[config.mk]
export PLATFORM = sky130hd
export DESIGN_NAME = pc_sequencer_flat
export DESIGN_NICKNAME = d
export VERILOG_FILES = /design/src/rtl/pc_sequencer_if.sv /design/src/rtl/pc_sequencer.sv /design/src/flat_wrapper.sv
export SDC_FILE = /design/constraint.sdc
export NUM_CORES = 1
export LEC_CHECK = 0
export CAP_MARGIN = 20
export CORE_ASPECT_RATIO = 2
export CORE_MARGIN = 1.5
export CORE_UTILIZATION = 46
export CTS_CLUSTER_DIAMETER = 50
export DETAILED_ROUTE_END_ITERATION = 7
export PLACE_DENSITY = 0.91
export SYNTH_ARGS = -nofsm -noshare
export SYNTH_HDL_FRONTEND = slang
export SYNTH_SLANG_ARGS = --single-unit
[constraint.sdc]
create_clock -name clk -period 5.5 [get_ports clk]
set_clock_uncertainty 0.1 [all_clocks]
set_input_delay 1.1 -clock clk [delete_from_list [all_inputs] [get_ports clk]]
set_output_delay 1.1 -clock clk [all_outputs]
set_load 0.005 [all_outputs]
[src/rtl/pc_sequencer_if.sv]
// Fetch-control bundle between hazard/exception control (master) and the PC sequencer (slave).
interface pc_sequencer_if #(
  parameter int WIDTH = 32
);
  logic             stall;
  logic             br_taken;
  logic [WIDTH-1:0] br_target;
  logic             jmp;
  logic [WIDTH-1:0] jmp_target;
  logic             jr;
  logic [WIDTH-1:0] jr_target;
  logic             exc;
  logic             eret;
  logic [WIDTH-1:0] epc;
  logic [WIDTH-1:0] pc;
  logic [WIDTH-1:0] pc_plus8;
  logic             pending;
  logic             addr_err;

  modport master (
    output stall, br_taken, br_target, jmp, jmp_target, jr, jr_target, exc, eret, epc,
    input  pc, pc_plus8, pending, addr_err
  );

  modport slave (
    input  stall, br_taken, br_target, jmp, jmp_target, jr, jr_target, exc, eret, epc,
    output pc, pc_plus8, pending, addr_err
  );
endinterface

[src/rtl/pc_sequencer.sv]
// Fetch PC register with fixed-priority next-PC select; redirects seen under stall are held
// and land one cycle after stall drops, unstalled redirects land on the next edge.
module pc_sequencer #(
  parameter int               WIDTH    = 32,
  parameter logic [WIDTH-1:0] RESET_PC = WIDTH'(32'h0000_3000),
  parameter logic [WIDTH-1:0] EXC_PC   = WIDTH'(32'h0000_4180),
  parameter logic [WIDTH-1:0] PC_LIMIT = WIDTH'(32'h0000_6FFC)
) (
  input  logic           clk,
  input  logic           reset,
  pc_sequencer_if.slave  bus
);

  typedef enum logic {RUN = 1'b0, HOLD = 1'b1} state_t;

  // 0 means "no strobe"; larger value wins
  localparam logic [2:0] PRI_NONE = 3'd0;
  localparam logic [2:0] PRI_JR   = 3'd1;
  localparam logic [2:0] PRI_JMP  = 3'd2;
  localparam logic [2:0] PRI_BR   = 3'd3;
  localparam logic [2:0] PRI_ERET = 3'd4;
  localparam logic [2:0] PRI_EXC  = 3'd5;

  state_t           state;
  state_t           state_nxt;
  logic [WIDTH-1:0] pc_q;
  logic [WIDTH-1:0] pend_pc;
  logic [2:0]       pend_pri;
  logic             addr_err_q;

  logic [2:0]       req_pri;
  logic [WIDTH-1:0] req_tgt;
  logic             req_vld;
  logic             take_new;
  logic             pc_load;
  logic             pend_load;
  logic [WIDTH-1:0] next_pc;
  logic             addr_bad;

  always_comb begin
    req_pri = PRI_NONE;
    req_tgt = '0;
    if (bus.exc) begin
      req_pri = PRI_EXC;
      req_tgt = EXC_PC;
    end else if (bus.eret) begin
      req_pri = PRI_ERET;
      req_tgt = bus.epc;
    end else if (bus.br_taken) begin
      req_pri = PRI_BR;
      req_tgt = bus.br_target;
    end else if (bus.jmp) begin
      req_pri = PRI_JMP;
      req_tgt = bus.jmp_target;
    end else if (bus.jr) begin
      req_pri = PRI_JR;
      req_tgt = bus.jr_target;
    end
  end

  assign req_vld  = (req_pri != PRI_NONE);
  // Equal priority counts as a win so the newest strobe replaces a held one
  assign take_new = req_vld && (req_pri >= pend_pri);

  always_ff @(posedge clk) begin
    if (reset) begin
      state <= RUN;
    end else begin
      state <= state_nxt;
    end
  end

  always_comb begin
    state_nxt = state;
    case (state)
      RUN:     if (bus.stall && req_vld) state_nxt = HOLD;
      HOLD:    if (!bus.stall)           state_nxt = RUN;
      default: state_nxt = RUN;
    endcase
  end

  always_comb begin
    pc_load   = 1'b0;
    pend_load = 1'b0;
    next_pc   = pc_q + WIDTH'(4);
    case (state)
      RUN: begin
        if (!bus.stall) begin
          pc_load = 1'b1;
          if (req_vld) next_pc = req_tgt;
        end else begin
          pend_load = req_vld;
        end
      end
      HOLD: begin
        if (bus.stall) begin
          pend_load = take_new;
        end else begin
          pc_load = 1'b1;
          next_pc = take_new ? req_tgt : pend_pc;
        end
      end
      default: ;
    endcase
  end

  // Judged on the value being loaded so the flag lines up with the registered pc
  assign addr_bad = (next_pc[1:0] != 2'b00) || (next_pc < RESET_PC) || (next_pc > PC_LIMIT);

  always_ff @(posedge clk) begin
    if (reset) begin
      pc_q       <= RESET_PC;
      pend_pc    <= '0;
      pend_pri   <= PRI_NONE;
      addr_err_q <= 1'b0;
    end else begin
      if (pc_load) begin
        pc_q       <= next_pc;
        addr_err_q <= addr_bad;
      end
      if (pend_load) begin
        pend_pc  <= req_tgt;
        pend_pri <= req_pri;
      end
    end
  end

  assign bus.pc       = pc_q;
  assign bus.pc_plus8 = pc_q + WIDTH'(8);
  assign bus.pending  = (state == HOLD);
  assign bus.addr_err = addr_err_q;

endmodule

[src/flat_wrapper.sv]
// flat-port wrapper written by rule: the top's interface ports become plain ports
module pc_sequencer_flat 
#(
  parameter int               WIDTH    = 32,
  parameter logic [WIDTH-1:0] RESET_PC = WIDTH'(32'h0000_3000),
  parameter logic [WIDTH-1:0] EXC_PC   = WIDTH'(32'h0000_4180),
  parameter logic [WIDTH-1:0] PC_LIMIT = WIDTH'(32'h0000_6FFC)
)
  (clk, reset, bus_stall, bus_br_taken, bus_br_target, bus_jmp, bus_jmp_target, bus_jr, bus_jr_target, bus_exc, bus_eret, bus_epc, bus_pc, bus_pc_plus8, bus_pending, bus_addr_err);
  pc_sequencer_if #(.WIDTH(WIDTH)) bus_i ();
  input  logic clk;
  input  logic reset;
  input wire logic [$bits(bus_i.stall)-1:0] bus_stall;
  input wire logic [$bits(bus_i.br_taken)-1:0] bus_br_taken;
  input wire logic [$bits(bus_i.br_target)-1:0] bus_br_target;
  input wire logic [$bits(bus_i.jmp)-1:0] bus_jmp;
  input wire logic [$bits(bus_i.jmp_target)-1:0] bus_jmp_target;
  input wire logic [$bits(bus_i.jr)-1:0] bus_jr;
  input wire logic [$bits(bus_i.jr_target)-1:0] bus_jr_target;
  input wire logic [$bits(bus_i.exc)-1:0] bus_exc;
  input wire logic [$bits(bus_i.eret)-1:0] bus_eret;
  input wire logic [$bits(bus_i.epc)-1:0] bus_epc;
  output wire logic [$bits(bus_i.pc)-1:0] bus_pc;
  output wire logic [$bits(bus_i.pc_plus8)-1:0] bus_pc_plus8;
  output wire logic [$bits(bus_i.pending)-1:0] bus_pending;
  output wire logic [$bits(bus_i.addr_err)-1:0] bus_addr_err;
  assign bus_i.stall = bus_stall;
  assign bus_i.br_taken = bus_br_taken;
  assign bus_i.br_target = bus_br_target;
  assign bus_i.jmp = bus_jmp;
  assign bus_i.jmp_target = bus_jmp_target;
  assign bus_i.jr = bus_jr;
  assign bus_i.jr_target = bus_jr_target;
  assign bus_i.exc = bus_exc;
  assign bus_i.eret = bus_eret;
  assign bus_i.epc = bus_epc;
  assign bus_pc = bus_i.pc;
  assign bus_pc_plus8 = bus_i.pc_plus8;
  assign bus_pending = bus_i.pending;
  assign bus_addr_err = bus_i.addr_err;
  pc_sequencer #(.WIDTH(WIDTH), .RESET_PC(RESET_PC), .EXC_PC(EXC_PC), .PC_LIMIT(PC_LIMIT)) u_core (.clk(clk), .reset(reset), .bus(bus_i));
endmodule
Yosys cells after proc, flatten, opt, wreduce, memory -nomap -nowiden:

Index checks and enable logic that the tools add are counted.

* register bits: 69
* latch bits: 0
* RAM bits: 0
* memory bits (read-only): 0
* input port bits: 136
* output and inout bits: 66
* word-level logic and storage cells: 38
* memories kept: 0

* $add $sub $neg: 2
* multipliers: 0
* divide/modulo/power cells: 0
* magnitude comparators: 3
* equal/unequal tests: 0
* shifts and indexed selects: 0
* multiplexer cells: 21
* bitwise operators: 1
* reductions and logical operators: 6

Operators with widths (number)
* 2-to-1 mux 32 bit: 9
* case mux 32 bit (2 select lines): 1
* adder 32 x 3 -> 32 bit, second input constant: 1
* adder 32 x 4 -> 32 bit, second input constant: 1
* > comparator 32 x 15 -> 1 bit, second input constant: 1
* < comparator 32 x 14 -> 1 bit, second input constant: 1
* 2-to-1 mux 3 bit: 4
* 2-to-1 mux 1 bit: 5
* case mux 1 bit (2 select lines): 2
* greater-or-equal comparator 3 bit: 1
* nonzero test 3 bit: 1
* logical AND 1 bit: 2
* logical OR 1 bit: 2
* nonzero test 2 bit: 1
* NOT 1 bit: 1

Longest topological paths before layout:

Gate-level depths: netlist (run 1).

* depth in word-level cells: 13
* gate-level depth with buffers: 17
* gate-level depth less buffers: 13

Least setup slack after synthesis (run 1):

No wires, ideal clock.

* path type: input port to flip-flop
* start: input port bus_exc
* end: register u_core.addr_err_q, in the netlist u_core.bus.addr_err
* library setup time: 0.132 ns
* data arrival time: 4.019 ns
* required time: 5.268 ns
* setup slack: 1.248 ns
* cell stages on the path: 15
* buffers on the path: 5
* path through: buf_2 > clkbuf_1 > buf_1 > nor2_1 > ha_1 > nor2b_1 > o21a_1 > buf_2 > nor2_4 > buf_2 > nor2_1 > a221o_1 > a2111oi_0 > o211a_1 > a311oi_1

* word-level cells in the longest chain between the ends: 9
* elaborated cells on any way between the ends: 15
* those cells by class: 3 x order compare; 7 x mux; 5 x reduce/logical

RTL lines
* start, declared: line flat_wrapper.sv:20 `input wire logic [$bits(bus_i.exc)-1:0] bus_exc;`
* 2-to-1 mux 3 bit: line pc_sequencer.sv:43 `if (bus.exc) begin`
* greater-or-equal comparator 3 bit or nonzero test 3 bit (tied branches): line pc_sequencer.sv:63, pc_sequencer.sv:61
* logical AND 1 bit: line pc_sequencer.sv:63 `assign take_new = req_vld && (req_pri >= pend_pri);`
* 2-to-1 mux 32 bit: line pc_sequencer.sv:100 `next_pc = take_new ? req_tgt : pend_pc;`
* 2-to-1 mux 32 bit: line pc_sequencer.sv:96 `if (bus.stall) begin`
* case mux 32 bit (2 select lines) (*): line pc_sequencer.sv:86 `case (state)`
* < comparator 32 x 14 -> 1 bit or nonzero test 2 bit (tied branches): line pc_sequencer.sv:108 `assign addr_bad = (next_pc[1:0] != 2'b00) || (next_pc < RESET_PC) || (next_pc > PC_LIMIT);`
* logical OR 1 bit: line pc_sequencer.sv:108
* logical OR 1 bit (*): line pc_sequencer.sv:108
* end signal, assigned: line pc_sequencer.sv:119 `addr_err_q <= addr_bad;`
* end, declared: line pc_sequencer.sv:29 `logic addr_err_q;`

Mark *: on every way between the ends. The rest lies on a longest branch, timed or not.
A chain may end at the register's enable or synchronous reset.

Worst setup path after layout (run 1):

* start: input port bus_br_taken
* end: register u_core.addr_err_q, in the netlist u_core.bus.addr_err

* word-level cells in the longest chain between the ends: 11
* elaborated cells on any way between the ends: 19
* those cells by class: 3 x order compare; 11 x mux; 5 x reduce/logical

RTL lines
* start, declared: line flat_wrapper.sv:14 `input wire logic [$bits(bus_i.br_taken)-1:0] bus_br_taken;`
* 2-to-1 mux 3 bit: line pc_sequencer.sv:49 `end else if (bus.br_taken) begin`
* 2-to-1 mux 3 bit: line pc_sequencer.sv:46 `end else if (bus.eret) begin`
* 2-to-1 mux 3 bit: line pc_sequencer.sv:43
* greater-or-equal comparator 3 bit or nonzero test 3 bit (tied branches): line pc_sequencer.sv:63, pc_sequencer.sv:61
* logical AND 1 bit: line pc_sequencer.sv:63
* 2-to-1 mux 32 bit: line pc_sequencer.sv:100
* 2-to-1 mux 32 bit: line pc_sequencer.sv:96
* case mux 32 bit (2 select lines) (*): line pc_sequencer.sv:86
* < comparator 32 x 14 -> 1 bit or nonzero test 2 bit (tied branches): line pc_sequencer.sv:108
* logical OR 1 bit: line pc_sequencer.sv:108
* logical OR 1 bit (*): line pc_sequencer.sv:108

Marked as above.

==> results of run 1 <==
registers in the layout, summed over array words and instances, names as in the netlist:
name / flops
u_core.pend_pri: 3
u_core.bus.pending: 1
u_core.bus.addr_err: 1
u_core.bus.pc: 32
u_core.pend_pc: 32
cell usage after synthesis (all sizes together), types with 3 or more instances:
master / number / area [um2]
a2111oi: 3 / 26.3
a211oi: 16 / 125
a21oi: 65 / 329
a221o: 10 / 100
a221oi: 25 / 219
a2bb2oi: 4 / 35.0
a31oi: 3 / 18.8
and2: 5 / 31.3
and3: 8 / 50.1
and4: 5 / 43.8
buf: 31 / 159
clkbuf: 41 / 155
dfxtp: 69 / 1380
ha: 5 / 62.6
inv: 10 / 37.5
mux2i: 19 / 190
nand2: 98 / 380
nand2b: 7 / 43.8
nand3: 20 / 105
nand3b: 5 / 37.5
nand4: 13 / 81.3
nor2: 109 / 433
nor2b: 15 / 93.8
nor3: 31 / 170
nor4: 7 / 71.3
o211ai: 6 / 45.0
o21a: 3 / 22.5
o21ai: 26 / 130
o221ai: 9 / 78.8
o22ai: 13 / 81.3
o2bb2ai: 4 / 35.0
o311a: 4 / 40.0
o31ai: 4 / 30.0
or3: 5 / 31.3
or4: 4 / 41.3
xnor2: 27 / 236
xor2: 25 / 219
cell usage in the layout, fill, tap and decap left out, types with 10 or more instances in the layout:
cell,count
nor2_1,107
nor2b_1,14
a221o_1,10
nand4_1,13
buf_4,13
a221oi_1,25
a211oi_1,15
nand2_1,95
nand3_1,19
xor2_1,25
o22ai_1,13
xnor2_1,27
o21ai_0,24
dfxtp_1,69
clkdlybuf4s50_1,199
a21oi_1,64
nor3_1,28
mux2i_1,19
where the power goes:
| part | switching (mW) | leakage (nW) | internal (mW) |
|---|---|---|---|
| Combinational | 0.226 | 2.14 | 0.239 |
| Sequential | 0.0419 | 0.565 | 0.530 |
| Clock | 0.199 | 0.134 | 0.323 |
cells by family (layout without fill, tap and decap cells):
kind of cell / after synthesis / in the layout / synth area share, %
multiplexers: 19 / 19 / 3.42
AO/OA/AOI/OAI: 213 / 213 / 26.5
adder cells (fa/ha/maj): 5 / 5 / 1.13
buffers and inverters: 82 / 239 / 6.33
flip-flops: 69 / 69 / 24.9
XOR/XNOR: 52 / 52 / 8.20
AND/OR/NAND/NOR: 336 / 336 / 29.6
cell type report:
type	count	area, um2	area share [%]
multi-input combinational	625	3830	49.0
timing repair buffer	215	2120	27.1
sequential	69	1380	17.7
clock buffer	12	256	3.28
tap	145	181	2.32
inverter	10	37.5	0.480
clock inverter	2	10.0	0.128
path summary, 6_finish.rpt:
check,from,to,slack [ps],cells after the start
max,bus_br_taken,u_core.bus.addr_err,930,14
max reg2reg,u_core.bus.pc[4],u_core.bus.addr_err,2230,9
min reg2reg,u_core.pend_pc[4],u_core.pend_pc[4],350,2
min,u_core.pend_pc[4],u_core.pend_pc[4],350,2
critical path, stage by stage:
cell	delay, ps
clkdlybuf4s50_1	830
nor2_1	100
nor2_1	110
nor2_1	70
ha_1	310
nor2b_1	60
o21ai_0	410
nand2_2	300
and2_1	280
a2111oi_0	420
buf_4	200
nand4_1	90
nor3_1	240
a311oi_1	110
routing by layer:
metal / wire, um / GRT usage (%) / up-vias
met2: 10600 / 58.1 / 372
met5: 0 / 0 / -
met1: 7150 / 35.5 / 3057
li1: - / - / 3126
met4: 1090 / 18.4 / 0
met3: 1260 / 3.55 / 80
==> impl_metrics.tcl, run 1 <==
set metrics [dict create \
    status "completed" \
    ant_nets 0 \
    fin_nets 1071 \
    vias_per_cell 6.15 \
    grt_overflow_total 0 \
    layout-drive-gt1-share_pct 5.25 \
    grt_util_all_layers_pct 32.2 \
    min_period_over_period_pct 83.1 \
    cts_inserted_buffers 9 \
    dp.cells 1064 \
    setup_tns_ps 0 \
    worst_skew_pair.late_latency_ps 330 \
    clockBufferDepth 2 \
    whs_ps 353 \
    maxCapViolations 0 \
    vias 6635 \
    required_ps 5580 \
    hold_path_class "register to register" \
    path_class "input port to register" \
    syn_to_final_growth_pct 40.6 \
    instances_no_fill 1078 \
    rsz0062_at_grt "false" \
    fmax_mhz 219 \
    async_reset_ff_share_pct 0 \
    worstPathArrival_ps 4650 \
    ctsResizeCount 0 \
    postLayoutCoreUtil_pct 66.4 \
    drtPass1Iterations 6 \
    yosys_register_bits 69 \
    path_clk_slew_ps 50 \
    placed_area_um2 7550 \
    drc 0 \
    postLayoutCellArea_um2 7810 \
    ir_worst_vdd_mv 0.177 \
    gp_congestion 0.972 \
    avgRoutedWirePerCell_um 18.6 \
    finalWorstSetupSlack_ps 929 \
    htree_levels 3 \
    crit_fanout 15 \
    timing.final.crit_period_ps 4570 \
    synth_flop_cell "dfxtp_1" \
    leakage_nw 2.84 \
    wirelength_mm 20.1 \
    dp_slack_ps 646 \
    ioPinCount 202 \
    die_area_um2 12800 \
    critPathCaptureType "register" \
    synthesis.area_um2 5560 \
    startpoint_type "input port" \
    ys.warnings.count 0 \
    p_per_area_nw_per_um2 199 \
    tightest_slew_ps 1140 \
    dpl.hpwl_mm 15.6 \
    start_util_pct 47.2 \
    holdBufCountCts 0 \
    antenna_cells 0 \
    core_region_area_um2 11800 \
    die_y_um 158 \
    synth_cells 776 \
    setup_viol 0 \
    grt_pass1_wl_mm 32.2 \
    num_rows 56 \
    antenna_found_initial 0 \
    syn_nets 917 \
    syn_area_per_cell_um2 7.16 \
    hold_viol 0 \
    nFillCells 1006 \
    drtIter0Drc 532 \
    portBuffers 201 \
    seq_area_frac_synth_pct 24.9 \
    drv_slew 0 \
    synth_cell_types 71 \
    die_x_um 80.7 \
    maxSlewHeadroom_pct 24.1 \
    cts_tree "built" \
    total_power_mw 1.56 \
    cts_root_buffer "clkbuf_16" \
    grt_pass1_vias 6469 \
    grt_max_degree 69 \
    clock-sinks 69 \
    synth_edf_count 0 \
    postCtsSetupRepairBufs 0 \
]
Power figures use the tool's default switching activity.
==> inputs of run 2 (changes only) <==
--- a/config.mk
+++ b/config.mk
@@ -8,10 +8,10 @@
 export CAP_MARGIN = 20
 export CORE_ASPECT_RATIO = 2
 export CORE_MARGIN = 1.5
-export CORE_UTILIZATION = 46
+export CORE_UTILIZATION = 42
 export CTS_CLUSTER_DIAMETER = 50
 export DETAILED_ROUTE_END_ITERATION = 7
-export PLACE_DENSITY = 0.91
+export PLACE_DENSITY = 0.88
 export SYNTH_ARGS = -nofsm -noshare
 export SYNTH_HDL_FRONTEND = slang
 export SYNTH_SLANG_ARGS = --single-unit
==> constraint.sdc (replaced) <==
create_clock -name clk -period 4.2 [get_ports clk]
set_clock_uncertainty 0.1 [all_clocks]
set_input_delay 0.84 -clock clk [delete_from_list [all_inputs] [get_ports clk]]
set_output_delay 0.84 -clock clk [all_outputs]
set_load 0.005 [all_outputs]
==> impl_metrics.tcl, run 2 (synthesis gave the netlist of run 1 again) <==
set metrics [dict create \
    ir_worst_vdd_mv 0.224 \
    status "completed" \
    ant_nets 0 \
    min_period_over_period_pct 95.0 \
    setup_viol 0 \
    switchingPower_mw 0.625 \
    cts_root_buffer "clkbuf_16" \
    avgRoutedWirePerCell_um 18.4 \
    pwr-share-seq_pct 34.7 \
    die_x_um 84.3 \
    setup_tns_ps 0 \
    syn_to_final_growth_pct 45.7 \
    antenna_found_initial 0 \
    grt_util_all_layers_pct 28.8 \
    fin_nets 1099 \
    reg2reg_from "u_core.bus.pc[4]" \
    worst_skew_pair.late_latency_ps 340 \
    vias 6601 \
    p_comb_share_pct 29.7 \
    p_per_area_nw_per_um2 267 \
    hp-start "u_core.pend_pc[1]" \
    drv_slew 0 \
    crit_fanout 8 \
    final_common_cell "clkdlybuf4s50_1" \
    r2r_cells 10 \
    holdPathStages 2 \
    leakage_nw 3.01 \
    wirelength_mm 20.5 \
    drtPass1Iterations 5 \
    postLayoutCellArea_um2 8100 \
    drtIter0Drc 461 \
    worstPathArrival_ps 3050 \
    maxSlewHeadroom_pct 51.3 \
    power.internal_mw 1.54 \
    htree_levels 3 \
    hold_path_class "register to register" \
    final_cell_mix "199 x clkdlybuf4s50_1, 107 x nor2_1, 95 x nand2_1" \
    ioPinCount 202 \
    postLayoutCoreUtil_pct 62.3 \
    fmax_mhz 251 \
    grt_max_degree 40 \
    core_region_area_um2 13000 \
    instances_no_fill 1113 \
    path_clk_slew_ps 50 \
    cts_inserted_buffers 9 \
    antenna_cells 0 \
    grt_pass1_vias 6370 \
    total_power_mw 2.16 \
    num_rows 59 \
    rsz0062_at_grt "false" \
    die_y_um 166 \
    tightest_slew_ps 729 \
    cts_tree "built" \
    grt_pass1_wl_mm 32.6 \
    whs_endpoint "u_core.pend_pc[1]" \
    startpoint_type "register" \
    gp_congestion 0.960 \
    worst-r2r-setup-slack_ps 920 \
    dp_slack_ps 158 \
    postCtsSetupRepairBufs 0 \
    start_util_pct 42.8 \
    drc 0 \
    timing.final.crit_period_ps 3990 \
    path_class "register to output port" \
    ctsResizeCount 0 \
    placed_area_um2 7770 \
    timing.rr.end "u_core.bus.addr_err" \
    dp.cells 1098 \
    whs_ps 358 \
    clockBufferDepth 2 \
    critPathCaptureType "output port" \
    dpl.hpwl_mm 16.3 \
    die_area_um2 14000 \
    grt_overflow_total 0 \
    required_ps 3260 \
    maxCapViolations 0 \
    sw_frac_of_total_pct 28.9 \
    portBuffers 201 \
    holdBufCountCts 0 \
    layout-drive-gt1-share_pct 8.01 \
    pwr-share-clk_pct 35.6 \
    hold_viol 0 \
    clock-sinks 69 \
    vias_per_cell 5.93 \
    finalWorstSetupSlack_ps 209 \
]
[run 2: cell count changes in the layout (fill, tap and decap cells not counted)]
cell	delta
buf_4	+26
clkinv_2	-2
buf_12	+1
buf_16	+1
bufinv_16	+1
clkbuf_8	+1
[run 2: how the worst max path moves through the flow]
stage / startpoint / end / slack [ps]
2_1_floorplan: bus_exc / u_core.bus.addr_err / 210
3_3_place_gp: bus_jr / u_core.bus.addr_err / 190
3_5_place_dp: bus_jr / u_core.bus.addr_err / 160
4_1_cts: u_core.bus.pc[4] / bus_pc_plus8[31] / 200
5_1_grt: u_core.bus.pc[4] / bus_pc_plus8[31] / 50
6_report: u_core.bus.pc[4] / bus_pc_plus8[31] / 210
[run 2: layout make-up]
type | instances | area, um2
fill | 1150 | 4890
multi-input combinational | 625 | 3830
timing repair buffer | 243 | 2360
sequential | 69 | 1380
clock buffer | 13 | 270
tap | 152 | 190
inverter | 10 | 37.5
clock inverter | 1 | 30.0
[run 2: routing by layer]
layer  part of all wire [%]  wire [um]  vias up  global-route usage (%)
met1                     36       7320     3029                    31.1
met4                    5.8       1200        0                    15.8
met2                     53      11000      312                    53.5
met3                    5.1       1040       76                    3.04
li1                       -          -     3184                       -
met5                      0          0        -                       0
[run 2: power by group through the flow]
stage          clock (mW)  sequential [mW]  combinational, mW
3_3_place_gp            0            0.759              0.621
3_5_place_dp            0            0.760              0.628
6_report            0.769            0.748              0.642
4_1_cts             0.768            0.746              0.633
5_1_grt             0.792            0.753              0.694
2_1_floorplan           0            0.734              0.330
[run 2: critical path, cell delays in order (launching register included)]
cell and delay (ps):
dfxtp_1 490, ha_1 280, nand3_1 180, or4_4 590, nor3_2 360, nand3_1 150
xnor2_1 150, clkdlybuf4s50_1 510
==> inputs of run 3 (changes only) <==
--- a/config.mk
+++ b/config.mk
@@ -8,10 +8,10 @@
 export CAP_MARGIN = 20
 export CORE_ASPECT_RATIO = 2
 export CORE_MARGIN = 1.5
-export CORE_UTILIZATION = 42
+export CORE_UTILIZATION = 46
 export CTS_CLUSTER_DIAMETER = 50
 export DETAILED_ROUTE_END_ITERATION = 7
-export PLACE_DENSITY = 0.88
+export PLACE_DENSITY = 0.91
 export SYNTH_ARGS = -nofsm -noshare
 export SYNTH_HDL_FRONTEND = slang
 export SYNTH_SLANG_ARGS = --single-unit
==> constraint.sdc (replaced) <==
create_clock -name clk -period 4.59 [get_ports clk]
set_clock_uncertainty 0.1 [all_clocks]
set_input_delay 0.918 -clock clk [delete_from_list [all_inputs] [get_ports clk]]
set_output_delay 0.918 -clock clk [all_outputs]
set_load 0.005 [all_outputs]
==> impl_metrics.tcl, run 3 (synthesis gave the netlist of run 1 again) <==
set metrics [dict create \
    ant_nets 0 \
    clock-sinks 69 \
    p_per_area_nw_per_um2 241 \
    antenna_cells 0 \
    required_ps 3570 \
    dp.cells 1075 \
    timing.final.crit_period_ps 4250 \
    vias 6681 \
    cp-endpoint "bus_pc_plus8[25]" \
    die_x_um 80.7 \
    die_y_um 158 \
    dpl.hpwl_mm 15.9 \
    pwr-share-clk_pct 34.3 \
    critPathCaptureType "output port" \
    final_common_cell "clkdlybuf4s50_1" \
    power.internal_mw 1.33 \
    switchingPower_mw 0.570 \
    core_region_area_um2 11800 \
    avgRoutedWirePerCell_um 18.7 \
    grt_max_degree 48 \
    wirelength_mm 20.4 \
    timing.critical_path.from "u_core.bus.pc[4]" \
    ioPinCount 202 \
    route.met2.wl_mm 10.7 \
    portBuffers 201 \
    leakage_nw 2.90 \
    clockBufferDepth 2 \
    grt_overflow_total 0 \
    path_class "register to output port" \
    fmax_mhz 235 \
    gp_congestion 0.969 \
    tightest_slew_ps 1140 \
    layout-drive-gt1-share_pct 6.35 \
    ctsResizeCount 0 \
    vias_per_cell 6.13 \
    grt_pass1_wl_mm 32.3 \
    rsz0062_at_grt "false" \
    crit_fanout 8 \
    drtIter0Drc 534 \
    holdBufCountCts 0 \
    final_cell_mix "199 x clkdlybuf4s50_1, 107 x nor2_1, 95 x nand2_1" \
    setup_tns_ps 0 \
    p_comb_share_pct 29.6 \
    die_area_um2 12800 \
    startpoint_type "register" \
    worst_skew_pair.late_latency_ps 330 \
    maxCapViolations 0 \
    postCtsSetupRepairBufs 0 \
    hold_path_class "register to register" \
    drv_slew 0 \
    min_period_over_period_pct 92.5 \
    htree_levels 3 \
    status "completed" \
    maxSlewHeadroom_pct 24.0 \
    drtPass1Iterations 8 \
    setup_viol 0 \
    reg2reg_from "u_core.bus.pc[4]" \
    worstPathArrival_ps 3230 \
    hold_viol 0 \
    drc 0 \
    syn_to_final_growth_pct 42.1 \
    cts_inserted_buffers 9 \
    grt_pass1_vias 6396 \
    fin_nets 1082 \
    path_clk_slew_ps 50 \
    num_rows 56 \
    start_util_pct 47.2 \
    ir_worst_vdd_mv 0.238 \
    wl_met3_mm 1.33 \
    nFillCells 996 \
    postLayoutCoreUtil_pct 67.1 \
    sw_frac_of_total_pct 30.0 \
    grt_util_all_layers_pct 32.5 \
    cts_tree "built" \
    dr.max_layer_used "met4" \
    antenna_found_initial 0 \
    final-seq-area_um2 1380 \
    pwr-share-seq_pct 36.1 \
    worst-r2r-setup-slack_ps 1280 \
    wl_met1_mm 7.16 \
    cts_root_buffer "clkbuf_16" \
    instances_no_fill 1090 \
    timing.rr.end "u_core.bus.addr_err" \
    r2r_cells 10 \
    multi_input_area_um2 3830 \
]
[run 3: cell types whose count changed in the layout (fill, tap and decap cells not counted), sizes merged]
cell,delta
bufinv,-1
clkinv,+1
buf,-17
clkbuf,+1
[run 3: per-layer routing]
metal | GRT usage [%] | up-vias
li1 | - | 3153
met2 | 58.3 | 372
met4 | 20.0 | 0
met5 | 0 | -
met1 | 35.0 | 3074
met3 | 4.70 | 82
[run 3: per-stage QoR]
step           power, mW  worst slack [ps]  hold slack, ps  area [um2]
2_1_floorplan      0.973               520             336        5560
3_3_place_gp        1.24               318             344        7620
3_5_place_dp        1.25               229             348        7620
4_1_cts             1.90               378             355        7900
5_1_grt             1.99               180             375        7900
6_report            1.90               343             356        7900
[run 3: power groups by stage]
stage          Sequential [mW]  Combinational, mW  Clock (mW)
2_1_floorplan            0.672              0.302           0
3_3_place_gp             0.697              0.546           0
3_5_place_dp             0.698              0.553           0
4_1_cts                  0.686              0.557       0.655
5_1_grt                  0.692              0.611       0.683
6_report                 0.688              0.564       0.652
[run 3: layout make-up]
type / count / share of cell area [%]
timing repair buffer: 226 / 27.7
clock inverter: 1 / 0.0634
clock buffer: 14 / 3.47
sequential: 69 / 17.5
multi-input combinational: 625 / 48.5
inverter: 10 / 0.475
tap: 145 / 2.30
[run 3: how the worst min path moves through the flow]
stage | cells after the start | startpoint | endpoint
floorplan | 2 | u_core.pend_pc[1] | u_core.pend_pc[1]
global placement | 2 | u_core.pend_pc[5] | u_core.pend_pc[5]
detailed placement | 2 | u_core.pend_pc[4] | u_core.pend_pc[4]
CTS | 2 | u_core.pend_pc[4] | u_core.pend_pc[4]
global route | 2 | u_core.pend_pc[23] | u_core.pend_pc[23]
finish | 2 | u_core.pend_pc[4] | u_core.pend_pc[4]
[run 3: worst max-delay path, stage by stage, from the launching register on]
cell and delay [ps]:
dfxtp_1 490, ha_1 290, nand3_1 210, nor4_1 690, nor2b_1 390, nand3_1 140
xnor2_1 160, clkdlybuf4s50_1 510
